## src/rtl/dat_serializer.sv

```systemverilog
// SD card DAT-line block serializer.
// Shifts 32-bit buffer words out on DAT0 (1-bit mode) or DAT3..0 (4-bit mode),
// framed by a start bit, a per-line CRC16 and an end bit. All DAT line changes
// are paced by bit_en_i; a missing buffer word stalls the stream losslessly.
//
// Buffer handshake: word_i is taken in exactly the cycle word_ack_o is high,
// and word_ack_o is only raised while word_valid_i is high; the buffer must
// hold word_i stable while word_valid_i is high and advance after an ack.
module dat_serializer #(
   parameter int BLK_W = 10
) (
   input  logic             clk,
   input  logic             reset,
   input  logic             bit_en_i,
   input  logic             start_i,
   input  logic             wide_i,
   input  logic [BLK_W-1:0] words_i,
   input  logic [31:0]      word_i,
   input  logic             word_valid_i,
   output logic             word_ack_o,
   output logic [3:0]       dat_o,
   output logic             dat_oe_o,
   output logic             busy_o,
   output logic             stall_o,
   output logic             done_o
);

   typedef enum logic [2:0] {
      IDLE  = 3'd0,
      FETCH = 3'd1,
      START = 3'd2,
      DATA  = 3'd3,
      CRC   = 3'd4,
      END   = 3'd5
   } state_t;

   state_t           state;
   state_t           state_next;
   logic             wide_q;
   logic [BLK_W-1:0] words_left;
   logic [31:0]      shreg;
   logic [4:0]       bit_cnt;
   logic [15:0]      crc_q [4];
   logic [3:0]       dat_q;
   logic             oe_q;
   logic             done_q;

   logic             last_bit;
   logic             need_word;
   logic             step;

   // One serial step of CRC16 x^16+x^12+x^5+1.
   function automatic logic [15:0] crc16_step(input logic [15:0] c, input logic b);
      logic fb;
      fb = c[15] ^ b;
      return {c[14:0], 1'b0} ^ (fb ? 16'h1021 : 16'h0000);
   endfunction

   // Word-boundary detection, stall and the single step qualifier used by the datapath.
   always_comb begin
      last_bit   = wide_q ? (bit_cnt == 5'd7) : (bit_cnt == 5'd31);
      need_word  = (state == DATA) && last_bit && (words_left != '0);
      stall_o    = need_word && !word_valid_i;
      step       = bit_en_i && !stall_o;
      word_ack_o = ((state == FETCH) && word_valid_i) ||
                   (need_word && word_valid_i && bit_en_i);
   end

   assign busy_o   = (state != IDLE);
   assign dat_o    = dat_q;
   assign dat_oe_o = oe_q;
   assign done_o   = done_q;

   // State register; reset wins over everything, including start_i.
   always_ff @(posedge clk) begin
      if (reset) state <= IDLE;
      else       state <= state_next;
   end

   // Next-state logic; transitions on the DAT line follow the bit-time strobe.
   always_comb begin
      state_next = state;
      case (state)
         IDLE:  if (start_i && (words_i != '0)) state_next = FETCH;
         FETCH: if (word_valid_i) state_next = START;
         START: if (bit_en_i) state_next = DATA;
         DATA:  if (step && last_bit && (words_left == '0)) state_next = CRC;
         CRC:   if (step && (bit_cnt == 5'd15)) state_next = END;
         END:   if (bit_en_i && (bit_cnt == 5'd1)) state_next = IDLE;
         default: state_next = IDLE;
      endcase
   end

   // Datapath: block parameters, shift register, counters, CRCs and DAT outputs.
   always_ff @(posedge clk) begin
      if (reset) begin
         wide_q     <= 1'b0;
         words_left <= '0;
         shreg      <= '0;
         bit_cnt    <= '0;
         dat_q      <= 4'hF;
         oe_q       <= 1'b0;
         done_q     <= 1'b0;
         for (int i = 0; i < 4; i++) crc_q[i] <= '0;
      end else begin
         done_q <= 1'b0;
         case (state)
            IDLE: begin
               if (start_i && (words_i != '0)) begin
                  wide_q     <= wide_i;
                  words_left <= words_i;
                  bit_cnt    <= '0;
                  for (int i = 0; i < 4; i++) crc_q[i] <= '0;
               end
            end
            FETCH: begin
               if (word_valid_i) shreg <= word_i;
            end
            START: begin
               if (bit_en_i) begin
                  dat_q <= wide_q ? 4'h0 : 4'hE;
                  oe_q  <= 1'b1;
               end
            end
            DATA: begin
               if (step) begin
                  dat_q <= wide_q ? shreg[31:28] : {3'b111, shreg[31]};
                  if (wide_q) begin
                     for (int i = 0; i < 4; i++) crc_q[i] <= crc16_step(crc_q[i], shreg[28+i]);
                  end else begin
                     crc_q[0] <= crc16_step(crc_q[0], shreg[31]);
                  end
                  if (last_bit) begin
                     bit_cnt <= '0;
                     if (word_ack_o) shreg <= word_i;
                  end else begin
                     bit_cnt <= bit_cnt + 5'd1;
                     shreg   <= wide_q ? {shreg[27:0], 4'h0} : {shreg[30:0], 1'b0};
                  end
               end
            end
            CRC: begin
               if (step) begin
                  dat_q <= wide_q ? {crc_q[3][15], crc_q[2][15], crc_q[1][15], crc_q[0][15]}
                                  : {3'b111, crc_q[0][15]};
                  for (int i = 0; i < 4; i++) crc_q[i] <= {crc_q[i][14:0], 1'b0};
                  bit_cnt <= (bit_cnt == 5'd15) ? 5'd0 : bit_cnt + 5'd1;
               end
            end
            END: begin
               // First bit-time drives the end bit, the next one releases the bus.
               if (bit_en_i) begin
                  dat_q <= 4'hF;
                  if (bit_cnt == 5'd0) begin
                     bit_cnt <= 5'd1;
                  end else begin
                     bit_cnt <= 5'd0;
                     oe_q    <= 1'b0;
                     done_q  <= 1'b1;
                  end
               end
            end
            default: begin
               dat_q <= 4'hF;
               oe_q  <= 1'b0;
            end
         endcase
         if (word_ack_o) words_left <= words_left - 1'b1;
      end
   end

endmodule

```

## config.mk

```make
export PLATFORM = sky130hd
export DESIGN_NAME = dat_serializer
export DESIGN_NICKNAME = d
export VERILOG_FILES = /design/src/rtl/dat_serializer.sv
export SDC_FILE = /design/constraint.sdc
export NUM_CORES = 1
export LEC_CHECK = 0
export ABC_CLOCK_PERIOD_IN_PS = 3500
export CORE_ASPECT_RATIO = 0.5
export CORE_UTILIZATION = 32
export DETAILED_ROUTE_END_ITERATION = 12
export PLACE_DENSITY = 0.54
export SETUP_SLACK_MARGIN = 0.3
export SYNTH_ARGS = -nofsm -noshare
export SYNTH_HDL_FRONTEND = slang
export SYNTH_SLANG_ARGS = --single-unit
```

## constraint.sdc

```tcl
create_clock -name clk -period 3.5 [get_ports clk]
set_input_delay 0.35 -clock clk [delete_from_list [all_inputs] [get_ports clk]]
set_output_delay 0.35 -clock clk [all_outputs]
set_load 0.02 [all_outputs]
```

* Word-level counts from Yosys, hierarchy flattened
Memories as Yosys holds them, arrays and structs flattened. Index checks and enable logic that the tools add are counted.
Cells by class: add/sub/neg operators 2, equal/unequal tests 20, multiplexer cells 76, bitwise gates (word level) 27, reductions and logical operators 35
Operators with widths (count):
- $mux W16 | 13
- $mux W32 | 5
- $xor A16 B13 Y16 | 5
- $mux W13 | 5
- $pmux W32 S2 | 1
- $mux W10 | 3
- $mux W5 | 6
- $mux W4 | 7
- $mux W1 | 26
- $pmux W4 S5 | 1
- $pmux W5 S4 | 1
- $reduce_bool A10 Y1 | 2
- $mux W3 | 6
- $ne A2 B2 Y1 const B | 9
- $pmux W3 S6 | 1
- $or A1 B1 Y1 | 13
- $logic_and A1 B1 Y1 | 12
- $logic_not A10 Y1 | 1
- $reduce_and A5 Y1 | 2
- $sub A10 B1 Y10 const B | 1
- $reduce_and A4 Y1 | 2
- $eq A3 B2 Y1 const B | 2
- $eq A3 B3 Y1 const B | 2
- $reduce_and A6 Y1 | 1
- other kinds (22) | 33
Storage, ports and cells: bits in registers 57, bits in writable memories 64, input bits 48, output and inout bits 9, logic and storage cells 169, memories 1
Memories:
- crc_q | words 4, bits a word 16, read ports 4, clocked after Yosys merged registers in 0, write ports 4, line 43 | logic [15:0] crc_q [4];

* Longest topological paths before layout
depth after elaboration 14, depth in mapped cells 9, depth with buffers taken out 9

* Worst setup path before layout
No wires, ideal clock.
path type flip-flop to flip-flop, start point reg words_left[0], end point mem crc_q[3][0] (enable), setup time 0.372 ns, arrival 1.826 ns, slack 1.301 ns, stages on the path, launching flop included 7, clock period less this slack 2.199 ns, path through dfxtp_1 > inv_1 > ha_1 > nor3b_4 > a31o_2 > o2111ai_1 > nand2_1
RTL lines:
- from (decl) | line 40 | logic [BLK_W-1:0] words_left;
- from (signal assigned) | line 111 | words_left <= words_i;
- from (signal assigned) | line 168 | if (word_ack_o) words_left <= words_left - 1'b1;
- to (decl) | line 43

* Worst setup path after layout
start point reg bit_cnt[0], end point out word_ack_o
On the way: longest elaborated chain between the ends 7, elaborated cells between the ends (all ways) 8
Ends and longest elaborated chain:
- from (decl) | line 42 | logic [4:0] bit_cnt;
- from (signal assigned) | line 137 | bit_cnt <= bit_cnt + 5'd1;
- from (signal assigned) | line 147 | bit_cnt <= (bit_cnt == 5'd15) ? 5'd0 : bit_cnt + 5'd1;
- $eq A5 B5 Y1 or $eq A5 B3 Y1 (tied branches) | line 61 | last_bit = wide_q ? (bit_cnt == 5'd7) : (bit_cnt == 5'd31);
- $mux W1 (*) | line 61
- $logic_and A1 B1 Y1 (*) (2 in a row) | line 62 | need_word = (state == DATA) && last_bit && (words_left != '0);
- $logic_and A1 B1 Y1 (*) (2 in a row) | line 66 | (need_word && word_valid_i && bit_en_i);
- $logic_or A1 B1 Y1 (*) | line 65 | word_ack_o = ((state == FETCH) && word_valid_i) ||
- to (decl) | line 20 | output logic word_ack_o,
Every way passes the cells marked *; elsewhere a longest branch is shown, timed or not.

==> impl_metrics.tcl <==
set metrics [dict create \
    maxCapViolations 0 \
    antenna_left 0 \
    synth_cell_types 72 \
    grt_max_degree 46 \
    ys.warnings.count 0 \
    grt_setup_unrepaired "no" \
    core_area_mm2 0.01887 \
    final_nets 706 \
    ys.flop_type "edfxtp_1" \
    fin_skew_ns 0.01150 \
    power.leakage_nw 2.855 \
    crit_fanout 12 \
    clock_latency_ns 0.41 \
    holdCritPathClass "flop to flop" \
    synth_edf_count 62 \
    num_vias 4758 \
    clk_pin_slew_ns 0.06 \
    dp_hpwl_um 9741 \
    worst_pin_slew_ns 0.7575 \
    hold_viol 0 \
    htree_num_levels 4 \
    cts-root-buf "clkbuf_16" \
    worstSetupStartpointType "flop" \
    end_kind "output pin" \
    slew_headroom_pct 49.11 \
    regArea_mm2 0.003045 \
    finalSetupViolCount 0 \
    routedWlPerCell_um 15.95 \
    finish.utilization_pct 40.78 \
    syn_inst 610 \
    syn-num-nets 664 \
    num_rows 35 \
    multi_input_area_mm2 0.003008 \
    first_global_vias 4654 \
    worstSetupPathType "flop to output pin" \
    cts_max_path_buffers 2 \
    areaGrowthSynthToFinish_pct 21.61 \
    met3_usage_pct 3.314 \
    fp.dieArea_mm2 0.02038 \
    grt_pass1_wl_um 24410 \
    drt_pre_antenna_iters 5 \
    avgSynthCellArea_um2 10.37 \
    die_h_um 101.4 \
    tns_ns 0 \
    period_minus_slack_ns 2.969 \
    num_antenna_cells 0 \
    cp.required_ns 3.15 \
    routed_wl_um 14720 \
    antenna_found_initial 0 \
    crit_arrival_ns 2.62 \
    use_met2_pct 22.89 \
    drive_gt1_share_pct 10.69 \
    cts_made_buffers 17 \
    grt_overflow 0 \
    cts_tree "done" \
    fillCellCount 1804 \
    drtIter0Drc 277 \
    p_per_area_mw_per_mm2 687.7 \
    max-vdd-ir-drop_uv 284.4 \
    place_congestion 0.7786 \
    port_buffers 56 \
    met1_usage_pct 21.47 \
    synthArstFlopShare_pct 0 \
    syn_area_mm2 0.006329 \
    drv_slew 0 \
    initial_core_util_pct 33.53 \
    busiest_layer "met2" \
    dieWidth_um 200.9 \
    status "finished clean" \
    fmax_ghz 0.3369 \
    ys_seq_elements 121 \
    clock_sinks 121 \
    via_per_inst 5.155 \
    ios 57 \
    drc 0 \
    ys_seq_area_share_pct 48.08 \
    period_share_pct 84.82 \
    grtUsageTotal_pct 15.12 \
]
## registers in the layout, indices dropped and copies added, names as in the netlist, 3 cells and up
register / flops
crc_q: 64
shreg: 32
bit_cnt: 5
dat_o: 4
words_left: 10
state: 3
## path summary, 6_finish.rpt
path              slack [ns]                     end  cells past startpoint               startpoint
hold reg to reg         0.48  shreg[17]$_SDFFE_PP0P_                      2   shreg[17]$_SDFFE_PP0P_
setup / recovery        0.53              word_ack_o                      6  bit_cnt[0]$_SDFFE_PP0P_
setup reg to reg        0.65  shreg[21]$_SDFFE_PP0P_                      6    state[0]$_SDFFE_PP0P_
hold / removal          0.48  shreg[17]$_SDFFE_PP0P_                      2   shreg[17]$_SDFFE_PP0P_
## critical path, stage by stage, from the launching register on
cell	delay [ns]
dfxtp_1	0.40
ha_1	0.23
and2_1	0.22
o2111ai_1	0.16
o21a_2	0.33
inv_2	0.22
clkdlybuf4s50_1	0.65
## what timing repair did
item,4_1_cts,5_1_grt
resized for setup,0,1
hold buffers,0,0
buffers inserted,0,2
endpoints found under the setup margin,0,1
## final cells by class
class	instances	area share [%]
flip-flops and latches	121	39.57
multi-input cells	433	39.08
repair buffers	68	8.616
clock buffers	17	5.528
well taps	259	4.211
clock inverters	14	2.455
inverters	11	0.5365
## cells in the final DEF (no fill, tap or decap), drive strengths merged, types with 4 or more instances in the layout
master	instances
a21oi	20
a31o	5
a31oi	6
and2	53
and3	5
buf	12
clkbuf	17
clkdlybuf4s50	56
clkinv	4
dfxtp	59
edfxtp	62
ha	6
inv	16
mux2	5
mux2i	59
nand2	55
nand2b	5
nand3	35
nand4b	4
nor2	23
nor2b	9
nor3	9
nor3b	7
nor4	5
o211ai	33
o21a	5
o21ai	15
o22ai	6
or3	4
xnor2	11
## stage by stage
step	setup slack (ns)	power [mW]	hold slack (ns)	cell area [µm²]	cells
after detailed placement	0.6047	3.468	0.4706	7066	890
after global placement	0.6231	3.453	0.4635	7066	890
after CTS	0.3279	5.312	0.4839	7680	921
after global routing	0.3322	5.567	0.4989	7696	923
final	0.5314	5.292	0.4797	7696	923
after floorplan	1.301	3.104	0.4474	6329	610
## power by group
part	internal, mW	leakage [nW]	switching, mW	total, mW
Clock	1.14	0.294	0.690	1.83
Sequential	1.81	1.15	0.226	2.04
Combinational	0.651	1.41	0.778	1.43
Total	3.60	2.86	1.69	5.29
## routing by layer
layer	share of wire (%)	routed length [µm]
met5	0	0
met4	1.2	178
met3	2.5	365
met2	43	6396
met1	53	7779
## logic make-up after synthesis
logic type | count (synthesis) | synth area share, %
AO/OA/AOI/OAI | 123 | 14.51
XOR/XNOR | 12 | 1.661
adder cells (fa/ha/maj) | 7 | 1.344
buffers and inverters | 56 | 4.448
flip-flops | 121 | 48.08
multiplexers | 64 | 10.40
AND/OR/NAND/NOR | 227 | 19.55
## Yosys cell counts, types with 5 or more instances
library cell	instances	share of area (%)
a21oi_1	20	1.6
a31o_2	5	0.69
a31oi_1	5	0.49
and2_1	53	5.2
and3_1	5	0.49
buf_2	9	0.71
buf_6	6	1.1
clkbuf_1	24	1.4
dfxtp_1	59	19
edfxtp_1	62	29
ha_1	6	1.2
inv_1	9	0.53
mux2i_1	59	9.3
nand2_1	55	3.3
nand2b_1	5	0.49
nand3_1	35	2.8
nor2_1	22	1.3
nor2b_1	9	0.89
nor3_1	7	0.55
nor3b_1	5	0.59
nor4_1	5	0.49
o211ai_1	33	3.9
o21ai_0	10	0.79
o22ai_1	5	0.49
xnor2_1	11	1.5
No activity file was read; power rests on OpenSTA's default activity.
